<file path="src/rtl/mem_bus_arbiter_if.sv">
// rtl/mem_bus_arbiter_if.sv - icache/dcache/memory bus signals around the memory port arbiter
interface mem_bus_arbiter_if;
   logic [1:0]  proc2Imem_command;
   logic [31:0] proc2Imem_addr;
   logic [1:0]  proc2Dmem_command;
   logic [31:0] proc2Dmem_addr;
   logic [63:0] proc2Dmem_data;
   logic [3:0]  mem2proc_response;
   logic [63:0] mem2proc_data;
   logic [3:0]  mem2proc_tag;
   logic [1:0]  proc2mem_command;
   logic [31:0] proc2mem_addr;
   logic [63:0] proc2mem_data;
   logic [3:0]  Imem2proc_response;
   logic [63:0] Imem2proc_data;
   logic [3:0]  Imem2proc_tag;
   logic [3:0]  Dmem2proc_response;
   logic [63:0] Dmem2proc_data;
   logic [3:0]  Dmem2proc_tag;

   // slave is the arbiter; master is everything around it (both caches and memory)
   modport slave (
      input  proc2Imem_command, proc2Imem_addr, proc2Dmem_command, proc2Dmem_addr,
             proc2Dmem_data, mem2proc_response, mem2proc_data, mem2proc_tag,
      output proc2mem_command, proc2mem_addr, proc2mem_data,
             Imem2proc_response, Imem2proc_data, Imem2proc_tag,
             Dmem2proc_response, Dmem2proc_data, Dmem2proc_tag
   );

   modport master (
      output proc2Imem_command, proc2Imem_addr, proc2Dmem_command, proc2Dmem_addr,
             proc2Dmem_data, mem2proc_response, mem2proc_data, mem2proc_tag,
      input  proc2mem_command, proc2mem_addr, proc2mem_data,
             Imem2proc_response, Imem2proc_data, Imem2proc_tag,
             Dmem2proc_response, Dmem2proc_data, Dmem2proc_tag
   );
endinterface

</file>
<file path="src/rtl/mem_bus_arbiter.sv">
// rtl/mem_bus_arbiter.sv - shares one memory port between icache and dcache and steers tagged returns
// Optional macro ARB_STATS_EN adds igrant/dgrant/conflict counters.
module mem_bus_arbiter #(
   parameter int MAX_STARVE = 4,
   parameter int NUM_TAGS   = 16,
   parameter int CNT_W      = 32
) (
   input  logic             clock,
   input  logic             reset,
   mem_bus_arbiter_if.slave bus
`ifdef ARB_STATS_EN
   ,
   output logic [CNT_W-1:0] igrant_count,
   output logic [CNT_W-1:0] dgrant_count,
   output logic [CNT_W-1:0] conflict_count
`endif
);
   localparam logic [1:0] BUS_NONE  = 2'd0;
   localparam logic [1:0] BUS_LOAD  = 2'd1;
   localparam logic [1:0] BUS_STORE = 2'd2;
   localparam logic [3:0] STARVE_LIM = 4'(MAX_STARVE);

   logic [3:0]          starve_cnt;
   logic [NUM_TAGS-1:0] tag_valid;
   logic [NUM_TAGS-1:0] tag_owner;   // 0 = icache, 1 = dcache

   logic i_req;
   logic d_req;
   logic force_i;
   logic grant_i;
   logic grant_d;
   logic accepted;
   logic alloc;
   logic ret_hit;

   assign i_req    = (bus.proc2Imem_command == BUS_LOAD);
   assign d_req    = (bus.proc2Dmem_command == BUS_LOAD) || (bus.proc2Dmem_command == BUS_STORE);
   assign force_i  = (starve_cnt >= STARVE_LIM) && i_req;
   assign grant_i  = i_req && (force_i || !d_req);
   assign grant_d  = d_req && !grant_i;
   assign accepted = (bus.mem2proc_response != 4'd0);

   // Stores are fire-and-forget: only accepted loads own a tag
   assign alloc    = accepted && (grant_i || (grant_d && bus.proc2Dmem_command == BUS_LOAD));
   assign ret_hit  = (bus.mem2proc_tag != 4'd0) && tag_valid[bus.mem2proc_tag];

   assign bus.proc2mem_command = grant_i ? BUS_LOAD :
                                 grant_d ? bus.proc2Dmem_command : BUS_NONE;
   assign bus.proc2mem_addr    = grant_i ? bus.proc2Imem_addr :
                                 grant_d ? bus.proc2Dmem_addr : 32'd0;
   assign bus.proc2mem_data    = (grant_d && bus.proc2Dmem_command == BUS_STORE) ?
                                 bus.proc2Dmem_data : 64'd0;

   assign bus.Imem2proc_response = grant_i ? bus.mem2proc_response : 4'd0;
   assign bus.Dmem2proc_response = grant_d ? bus.mem2proc_response : 4'd0;
   assign bus.Imem2proc_data     = bus.mem2proc_data;
   assign bus.Dmem2proc_data     = bus.mem2proc_data;
   assign bus.Imem2proc_tag      = (ret_hit && !tag_owner[bus.mem2proc_tag]) ? bus.mem2proc_tag : 4'd0;
   assign bus.Dmem2proc_tag      = (ret_hit &&  tag_owner[bus.mem2proc_tag]) ? bus.mem2proc_tag : 4'd0;

   always_ff @(posedge clock) begin
      if (reset) begin
         starve_cnt <= 4'd0;
         tag_valid  <= '0;
         tag_owner  <= '0;
      end else begin
         // A rejected icache grant neither clears nor advances the starvation count
         if (!i_req || (grant_i && accepted)) begin
            starve_cnt <= 4'd0;
         end else if (!grant_i && starve_cnt != 4'hF) begin
            starve_cnt <= starve_cnt + 4'd1;
         end
         // Allocation is written last so a same-cycle free+reuse of a tag keeps it valid
         if (ret_hit) begin
            tag_valid[bus.mem2proc_tag] <= 1'b0;
         end
         if (alloc) begin
            tag_valid[bus.mem2proc_response] <= 1'b1;
            tag_owner[bus.mem2proc_response] <= grant_d;
         end
      end
   end

`ifdef ARB_STATS_EN
   always_ff @(posedge clock) begin
      if (reset) begin
         igrant_count   <= '0;
         dgrant_count   <= '0;
         conflict_count <= '0;
      end else begin
         if (grant_i && accepted) begin
            igrant_count <= igrant_count + CNT_W'(1);
         end
         if (grant_d && accepted) begin
            dgrant_count <= dgrant_count + CNT_W'(1);
         end
         if (i_req && d_req) begin
            conflict_count <= conflict_count + CNT_W'(1);
         end
      end
   end
`endif
endmodule

</file>
<file path="src/flat_wrapper.sv">
// flat-port wrapper written by rule: the top's interface ports become plain ports
module mem_bus_arbiter_flat 
#(
   parameter int MAX_STARVE = 4,
   parameter int NUM_TAGS   = 16,
   parameter int CNT_W      = 32
)
  (clock, reset, bus_proc2Imem_command, bus_proc2Imem_addr, bus_proc2Dmem_command, bus_proc2Dmem_addr, bus_proc2Dmem_data, bus_mem2proc_response, bus_mem2proc_data, bus_mem2proc_tag, bus_proc2mem_command, bus_proc2mem_addr, bus_proc2mem_data, bus_Imem2proc_response, bus_Imem2proc_data, bus_Imem2proc_tag, bus_Dmem2proc_response, bus_Dmem2proc_data, bus_Dmem2proc_tag);
  mem_bus_arbiter_if bus_i ();
  input  logic clock;
  input  logic reset;
  input wire logic [$bits(bus_i.proc2Imem_command)-1:0] bus_proc2Imem_command;
  input wire logic [$bits(bus_i.proc2Imem_addr)-1:0] bus_proc2Imem_addr;
  input wire logic [$bits(bus_i.proc2Dmem_command)-1:0] bus_proc2Dmem_command;
  input wire logic [$bits(bus_i.proc2Dmem_addr)-1:0] bus_proc2Dmem_addr;
  input wire logic [$bits(bus_i.proc2Dmem_data)-1:0] bus_proc2Dmem_data;
  input wire logic [$bits(bus_i.mem2proc_response)-1:0] bus_mem2proc_response;
  input wire logic [$bits(bus_i.mem2proc_data)-1:0] bus_mem2proc_data;
  input wire logic [$bits(bus_i.mem2proc_tag)-1:0] bus_mem2proc_tag;
  output wire logic [$bits(bus_i.proc2mem_command)-1:0] bus_proc2mem_command;
  output wire logic [$bits(bus_i.proc2mem_addr)-1:0] bus_proc2mem_addr;
  output wire logic [$bits(bus_i.proc2mem_data)-1:0] bus_proc2mem_data;
  output wire logic [$bits(bus_i.Imem2proc_response)-1:0] bus_Imem2proc_response;
  output wire logic [$bits(bus_i.Imem2proc_data)-1:0] bus_Imem2proc_data;
  output wire logic [$bits(bus_i.Imem2proc_tag)-1:0] bus_Imem2proc_tag;
  output wire logic [$bits(bus_i.Dmem2proc_response)-1:0] bus_Dmem2proc_response;
  output wire logic [$bits(bus_i.Dmem2proc_data)-1:0] bus_Dmem2proc_data;
  output wire logic [$bits(bus_i.Dmem2proc_tag)-1:0] bus_Dmem2proc_tag;
  assign bus_i.proc2Imem_command = bus_proc2Imem_command;
  assign bus_i.proc2Imem_addr = bus_proc2Imem_addr;
  assign bus_i.proc2Dmem_command = bus_proc2Dmem_command;
  assign bus_i.proc2Dmem_addr = bus_proc2Dmem_addr;
  assign bus_i.proc2Dmem_data = bus_proc2Dmem_data;
  assign bus_i.mem2proc_response = bus_mem2proc_response;
  assign bus_i.mem2proc_data = bus_mem2proc_data;
  assign bus_i.mem2proc_tag = bus_mem2proc_tag;
  assign bus_proc2mem_command = bus_i.proc2mem_command;
  assign bus_proc2mem_addr = bus_i.proc2mem_addr;
  assign bus_proc2mem_data = bus_i.proc2mem_data;
  assign bus_Imem2proc_response = bus_i.Imem2proc_response;
  assign bus_Imem2proc_data = bus_i.Imem2proc_data;
  assign bus_Imem2proc_tag = bus_i.Imem2proc_tag;
  assign bus_Dmem2proc_response = bus_i.Dmem2proc_response;
  assign bus_Dmem2proc_data = bus_i.Dmem2proc_data;
  assign bus_Dmem2proc_tag = bus_i.Dmem2proc_tag;
  mem_bus_arbiter #(.MAX_STARVE(MAX_STARVE), .NUM_TAGS(NUM_TAGS), .CNT_W(CNT_W)) u_core (.clock(clock), .reset(reset), .bus(bus_i));
endmodule
</file>
<file path="config.mk">
export PLATFORM = sky130hd
export DESIGN_NAME = mem_bus_arbiter_flat
export DESIGN_NICKNAME = d
export VERILOG_FILES = /design/src/rtl/mem_bus_arbiter_if.sv /design/src/rtl/mem_bus_arbiter.sv /design/src/flat_wrapper.sv
export SDC_FILE = /design/constraint.sdc
export NUM_CORES = 1
export LEC_CHECK = 0
export BUFFER_PORTS_ARGS = -buffer_cell sky130_fd_sc_hd__buf_2
export CAP_MARGIN = 40
export CORE_AREA = 2 2 172 174
export DETAILED_ROUTE_END_ITERATION = 10
export DIE_AREA = 0 0 174 176
export PLACE_DENSITY = 0.38
export SLEW_MARGIN = 20
export SYNTH_ARGS = -nofsm -noshare
export SYNTH_HDL_FRONTEND = slang
export SYNTH_SLANG_ARGS = --single-unit
</file>
<file path="constraint.sdc">
create_clock -name clock -period 1.9 [get_ports clock]
set_clock_uncertainty 0.15 [all_clocks]
set_input_delay 0.19 -clock clock [delete_from_list [all_inputs] [get_ports clock]]
set_output_delay 0.19 -clock clock [all_outputs]
set_load 0.005 [all_outputs]
</file>
==> impl_metrics.tcl, run 1 <==
set metrics [dict create \
    design_area_um2 6077 \
    ys_types 42 \
    cp_slowest_stage_delay_ps 460 \
    cts_tree "built" \
    maxSlewHeadroom 0.7623 \
    grt_pass1_vias 4119 \
    muxShareOfSynthArea 0.1054 \
    cts_sinks 35 \
    regToRegStartpoint "u_core.starve_cnt[3]" \
    final_cells 1062 \
    synth_compound_area_frac 0.1257 \
    die_y_um 176 \
    synthXorXnorAreaFrac 0.002262 \
    dr.pass1.iters 4 \
    grt_setup_unrepaired "yes" \
    crit_path_start_kind "register" \
    hp-start "reset" \
    maxCapViolations 0 \
    antenna_found_initial 2 \
    rr_worst_depth 7 \
    wl_um 17690 \
    end_kind "primary output" \
    cp_slowest_cell "mux4_2" \
    finalCriticalPeriod_ps 2277 \
    yosysSeqAreaShare 0.1810 \
    syn_to_final_growth_pct 56.98 \
    r2r_slack_ps 220 \
    timing.rr.end "u_core.tag_owner[13]" \
    pre_cts_ws_ps -200.3 \
    cts-buffers-inserted 5 \
    min_to "u_core.tag_valid[3]" \
    synth_top_cell_by_area "buf_4" \
    clk-insertion-delay-late_ps 280 \
    crit_chain "mux4_2 -> a22o_1 -> a221oi_2 -> buf_4 -> nor2_1 -> buf_2" \
    num-nets-final 884 \
    violations "negative setup slack" \
    yosysWarnings 0 \
    ys_top_cells_by_count "buf_4 (128), nand2_1 (72), and3_1 (64)" \
    holdWs_ps 164.6 \
    grt_overflow 0 \
    route.detailed.drc 0 \
    synth_fp_nets 738 \
    drive_gt1_frac 0.6124 \
    required_ps 1560 \
    vias 4166 \
    postSynth.asyncResetShare 0 \
    fin_crit_sh 1.199 \
    p_per_area_nw_per_um2 449.8 \
    fin_ws_ps -377.4 \
    final_hold_viol_count 0 \
    ant_nets 0 \
    via_per_inst 3.923 \
    setup_violations 71 \
    io_pins 448 \
    place_congestion 0.8119 \
    leakage_uw 0.002993 \
    slew_violations 0 \
    initial_core_util 0.1356 \
    synth.most_common_cell "buf_4" \
    postPlaceCellArea_um2 4805 \
    fmax_mhz 439.1 \
    die_w_um 174 \
    cp_max_fo 3 \
    avgSynthCellArea_um2 7.318 \
    core_area_um2 28550 \
    grt_max_degree 65 \
    clk_path_buf_depth 2 \
    cts-root-buf "clkbuf_16" \
    place_inst 1029 \
    fp-row-count 62 \
    grt_first_pass_wirelength_um 24120 \
    crit_arrival_ps 1940 \
    yosys-top-cells-area "buf_4 (25%), dfxtp_1 (18%), and3_1 (10%), nand2_1 (7.0%), o211ai_1 (5.0%)" \
    synth_top_family_by_area "buffers and inverters" \
    yosysTopAreaCellShare 0.2482 \
    hold_path_class "primary input to register" \
    grtUsageTotal 0.1035 \
    netlist_area_um2 3871 \
    clk_pin_slew_ps 60 \
    synth_simple_gate_area_frac 0.2809 \
    wl_per_cell_um 16.66 \
    cp-startpoint "u_core.tag_owner[3]" \
    timing_worst_setup_path_type "register to primary output" \
    synth_seq_cells 35 \
    drt_iter0_markers 162 \
    hpwl_um 13290 \
    synth_cells 529 \
    worstMarginPinSlew_ps 356.5 \
    total_power_uw 2733 \
    ir_worst_vdd_mv 0.2640 \
    htreeDepth 2 \
    die_area_um2 30620 \
    synth_edf_count 0 \
    synthAdderAreaFrac 0.009696 \
    ys.flop_type "dfxtp_1" \
    hold_depth 2 \
    port_buffers 255 \
    status "finished, violations left" \
]
sequential cells by signal (all words and copies together) (netlist names):
signal and cells:
u_core.tag_valid 15, u_core.tag_owner 16, u_core.starve_cnt 4
metal layers:
metal | GRT usage | wire (um) | vias up
met5 | 0 | 0 | -
met4 | 0.05707 | 674 | 0
met3 | 0.02649 | 1504 | 61
met2 | 0.1854 | 8873 | 236
met1 | 0.1115 | 6641 | 1896
li1 | - | - | 1973
cells by family after synthesis:
| group | after synthesis |
|---|---|
| AO/OA/AOI/OAI | 76 |
| XOR/XNOR | 1 |
| adder cells (fa/ha/maj) | 3 |
| buffers and inverters | 174 |
| flip-flops | 35 |
| multiplexers | 30 |
| AND/OR/NAND/NOR | 210 |
placed cells by master, fill, tap and decap left out, types with 21 or more instances in the layout:
cell,count
nand2_1,51
and3_1,21
and3_4,43
dfxtp_1,32
buf_6,58
buf_2,206
o211ai_1,26
buf_4,22
nand2b_1,21
report_power, final:
group	switching, uW	internal [uW]
clock	315	618
sequential	4.70	740
combinational	479	577
total	799	1930
how the worst max path moves through the flow:
| stage | slack [ps] | cells past startpoint | to |
|---|---|---|---|
| finish | -380 | 6 | bus_Dmem2proc_tag[1] |
| detailed placement | -200 | 6 | bus_Dmem2proc_tag[2] |
| global placement | -190 | 6 | bus_Dmem2proc_tag[2] |
| CTS | -410 | 5 | bus_Dmem2proc_tag[2] |
| floorplan | 90 | 5 | bus_Dmem2proc_tag[2] |
| global route | -430 | 5 | bus_Dmem2proc_tag[2] |
metrics by stage:
step                setup TNS [ps]    util
floorplan                        0       -
global placement             -1250  0.1683
detailed placement           -1631  0.1683
CTS                          -4973  0.1946
global route                -10350  0.2129
finish                       -5362  0.2129
worst max-delay path, delay by kind of cell (launching register included):
| family | cells | cell delay (ps) |
|---|---|---|
| mux | 1 | 460 |
| buf+inv | 2 | 300 |
| compound gates | 2 | 530 |
| simple gates | 1 | 40 |
| flops | 1 | 320 |
layout make-up:
cell class              count  area [um2]
clock inverters             3       43.79
clock buffers               5       125.1
fillers                  3243       22470
repair buffers            305        2270
flip-flops and latches     35       709.4
well taps                 384       480.5
diodes                      2       5.005
multi-input cells         320        2414
inverters                   8       30.03
repair_timing:
action                                  4_1_cts  5_1_grt
gates cloned                                  7        6
buffers inserted                             10        7
hold buffers                                  0        0
endpoints found under the setup margin       53      107
pin swaps                                    21       51
resized for setup                            66      106
(Power assumes the default switching activity.)
==> inputs of run 2 (changes only) <==
==> constraint.sdc (replaced) <==
create_clock -name clock -period 2.25 [get_ports clock]
set_clock_uncertainty 0.15 [all_clocks]
set_input_delay 0.225 -clock clock [delete_from_list [all_inputs] [get_ports clock]]
set_output_delay 0.225 -clock clock [all_outputs]
set_load 0.05 [all_outputs]
==> run 2 against run 1 <==
Compared with the run above: the run still ends with negative setup slack left; via count is 5.3% lower; largest cell class unchanged; design area is 16% lower; global-route usage is 0.68 points lower; first-iteration DRC count is 19% lower; sequential power is 15% lower; critical endpoint is now bus_Dmem2proc_tag[2]; non-clock buffer count is 33 lower; die area stayed put; critical path depth is 1 lower; register-to-register slack better by 230 ps; count of clock-buffer cells in the layout is 1 higher; hold slack better by 86 ps; utilization is 3.5 points lower.
==> impl_metrics.tcl, run 2 (synthesis gave the netlist of run 1 again) <==
set metrics [dict create \
    final_cells 1025 \
    timing_worst_setup_path_type "register to primary output" \
    required_ps 1880 \
    p_clk_frac 0.279 \
    status "finished, violations left" \
    crit_chain "mux4_2 -> a22o_1 -> a221o_2 -> and2_4 -> buf_8" \
    top_regs "u_core.tag_owner: 16 flops, u_core.tag_valid: 15 flops, u_core.starve_cnt: 4 flops" \
    final_common_cell "buf_2" \
    final_hold_viol_count 0 \
    drt_iter0_markers 132 \
    io_pins 448 \
    wl_per_cell_um 15.48 \
    vias 3945 \
    leakage_uw 0.002695 \
    largest_reg_flops 16 \
    end_kind "primary output" \
    cp_slowest_cell "mux4_2" \
    p_seq_frac 0.277 \
    p_per_area_nw_per_um2 448.5 \
    grt_overflow 0 \
    design_area_um2 5081 \
    postPlaceCellArea_um2 4822 \
    clk_path_buf_depth 2 \
    cp_max_fo 4 \
    grt_max_degree 65 \
    clk-insertion-delay-late_ps 270 \
    hold_buffers 0 \
    num-nets-final 851 \
    dr.pass1.iters 4 \
    grt_setup_unrepaired "yes" \
    p_int_uw 1339 \
    grtUsageTotal 0.09672 \
    grt_first_pass_wirelength_um 22760 \
    die_area_um2 30620 \
    multi_input_area_um2 2087 \
    syn_to_final_growth_pct 31.25 \
    place_inst 1019 \
    setup_violations 8 \
    maxCapViolations 0 \
    worstMarginPinSlew_ps 565.6 \
    grt_pass1_vias 3872 \
    fp-row-count 62 \
    fmax_mhz 419.7 \
    fin_ws_ps -132.6 \
    wl_um 15870 \
    diodes 0 \
    core_area_um2 28550 \
    finalCriticalPeriod_ps 2383 \
    path_buf_inv 1 \
    switching_share 0.4122 \
    cp_slowest_stage_delay_ps 460 \
    holdWs_ps 250.4 \
    fin_setup_tns_ps -693.0 \
    drive_gt1_frac 0.4852 \
    seq_area_um2 703.2 \
    fin_crit_sh 1.059 \
    hpwl_um 13210 \
    htreeDepth 2 \
    antenna_found_initial 2 \
    violations "negative setup slack" \
    clk_pin_slew_ps 50 \
    regMostFlops "u_core.tag_owner" \
    cts-buffers-inserted 5 \
    die_w_um 174 \
    p_sw_uw 939.3 \
    cts_tree "built" \
    cp_top_family "compound AO/OA/AOI/OAI gates" \
    ir_worst_vdd_mv 0.2401 \
    place_congestion 0.7855 \
    cts_sinks 35 \
    slew_violations 0 \
    cts-root-buf "clkbuf_16" \
    via_per_inst 3.849 \
    die_y_um 176 \
    p_comb_frac 0.444 \
    crit_path_start_kind "register" \
    initial_core_util 0.1356 \
    maxSlewHeadroom 0.6230 \
    hold_path_class "primary input to register" \
    route.detailed.drc 0 \
    port_buffers 255 \
    ant_nets 0 \
    crit_arrival_ps 2010 \
    fillers 3300 \
    final_cell_mix "buf_2 (234), nand2_1 (72), and3_1 (64)" \
]
run 2: changes by cell type in the layout (fill, tap and decap cells not counted), sizes merged:
cell    previous run  this run
buf              301       266
clkbuf             9        12
clkinv             2         0
diode              2         0
bufinv             1         0
run 2: worst reg2reg max path: stages, from the launching register on:
cell	delay, ps
dfxtp_1	410
nor2_2	80
o21a_2	240
buf_6	180
nand2b_1	440
mux2i_1	150
run 2: routing by layer:
metal / global-route usage / share of wire
met3: 0.02821 / 0.089
met1: 0.1042 / 0.38
met5: 0 / 0.0010
met2: 0.1748 / 0.49
met4: 0.04447 / 0.036
run 2: path summary, 6_finish.rpt:
check | slack [ps] | cells past startpoint | from | end
worst min-delay path | 250 | 3 | bus_mem2proc_response[2] | u_core.tag_valid[15]
worst max-delay path | -130 | 5 | u_core.tag_owner[3] | bus_Dmem2proc_tag[2]
worst min register to register | 320 | 1 | u_core.tag_owner[0] | u_core.tag_owner[0]
worst max register to register | 450 | 5 | u_core.starve_cnt[2] | u_core.tag_owner[7]
run 2: final cells by class:
| type | instances | area share |
|---|---|---|
| multi-input cells | 320 | 0.4107 |
| inverters | 8 | 0.005910 |
| well taps | 384 | 0.09456 |
| flip-flops and latches | 35 | 0.1384 |
| clock buffers | 6 | 0.02536 |
| repair buffers | 272 | 0.3250 |
run 2: power groups by stage:
stage | clock, uW | sequential, uW | combinational (uW)
after CTS | 651 | 631 | 1020
after global placement | 0 | 644 | 1010
after detailed placement | 0 | 644 | 1010
after global routing | 681 | 632 | 1070
final | 636 | 632 | 1010
after floorplan | 0 | 643 | 1260
run 2: timing repair:
item | 4_1_cts | 5_1_grt
pin swaps | 5 | 4
cloned | 0 | 0
endpoints found under the setup margin | 13 | 14
buffers inserted | 0 | 0
resized for setup | 20 | 27
run 2: metrics by stage:
stage / utilization / setup WS [ps] / total power, uW
final: 0.1780 / -132.6 / 2279
after global routing: 0.1780 / -191.2 / 2387
after CTS: 0.1754 / -153.1 / 2300
after detailed placement: 0.1689 / -23.27 / 1655
after global placement: 0.1689 / 3.357 / 1659
after floorplan: - / -101.2 / 1898
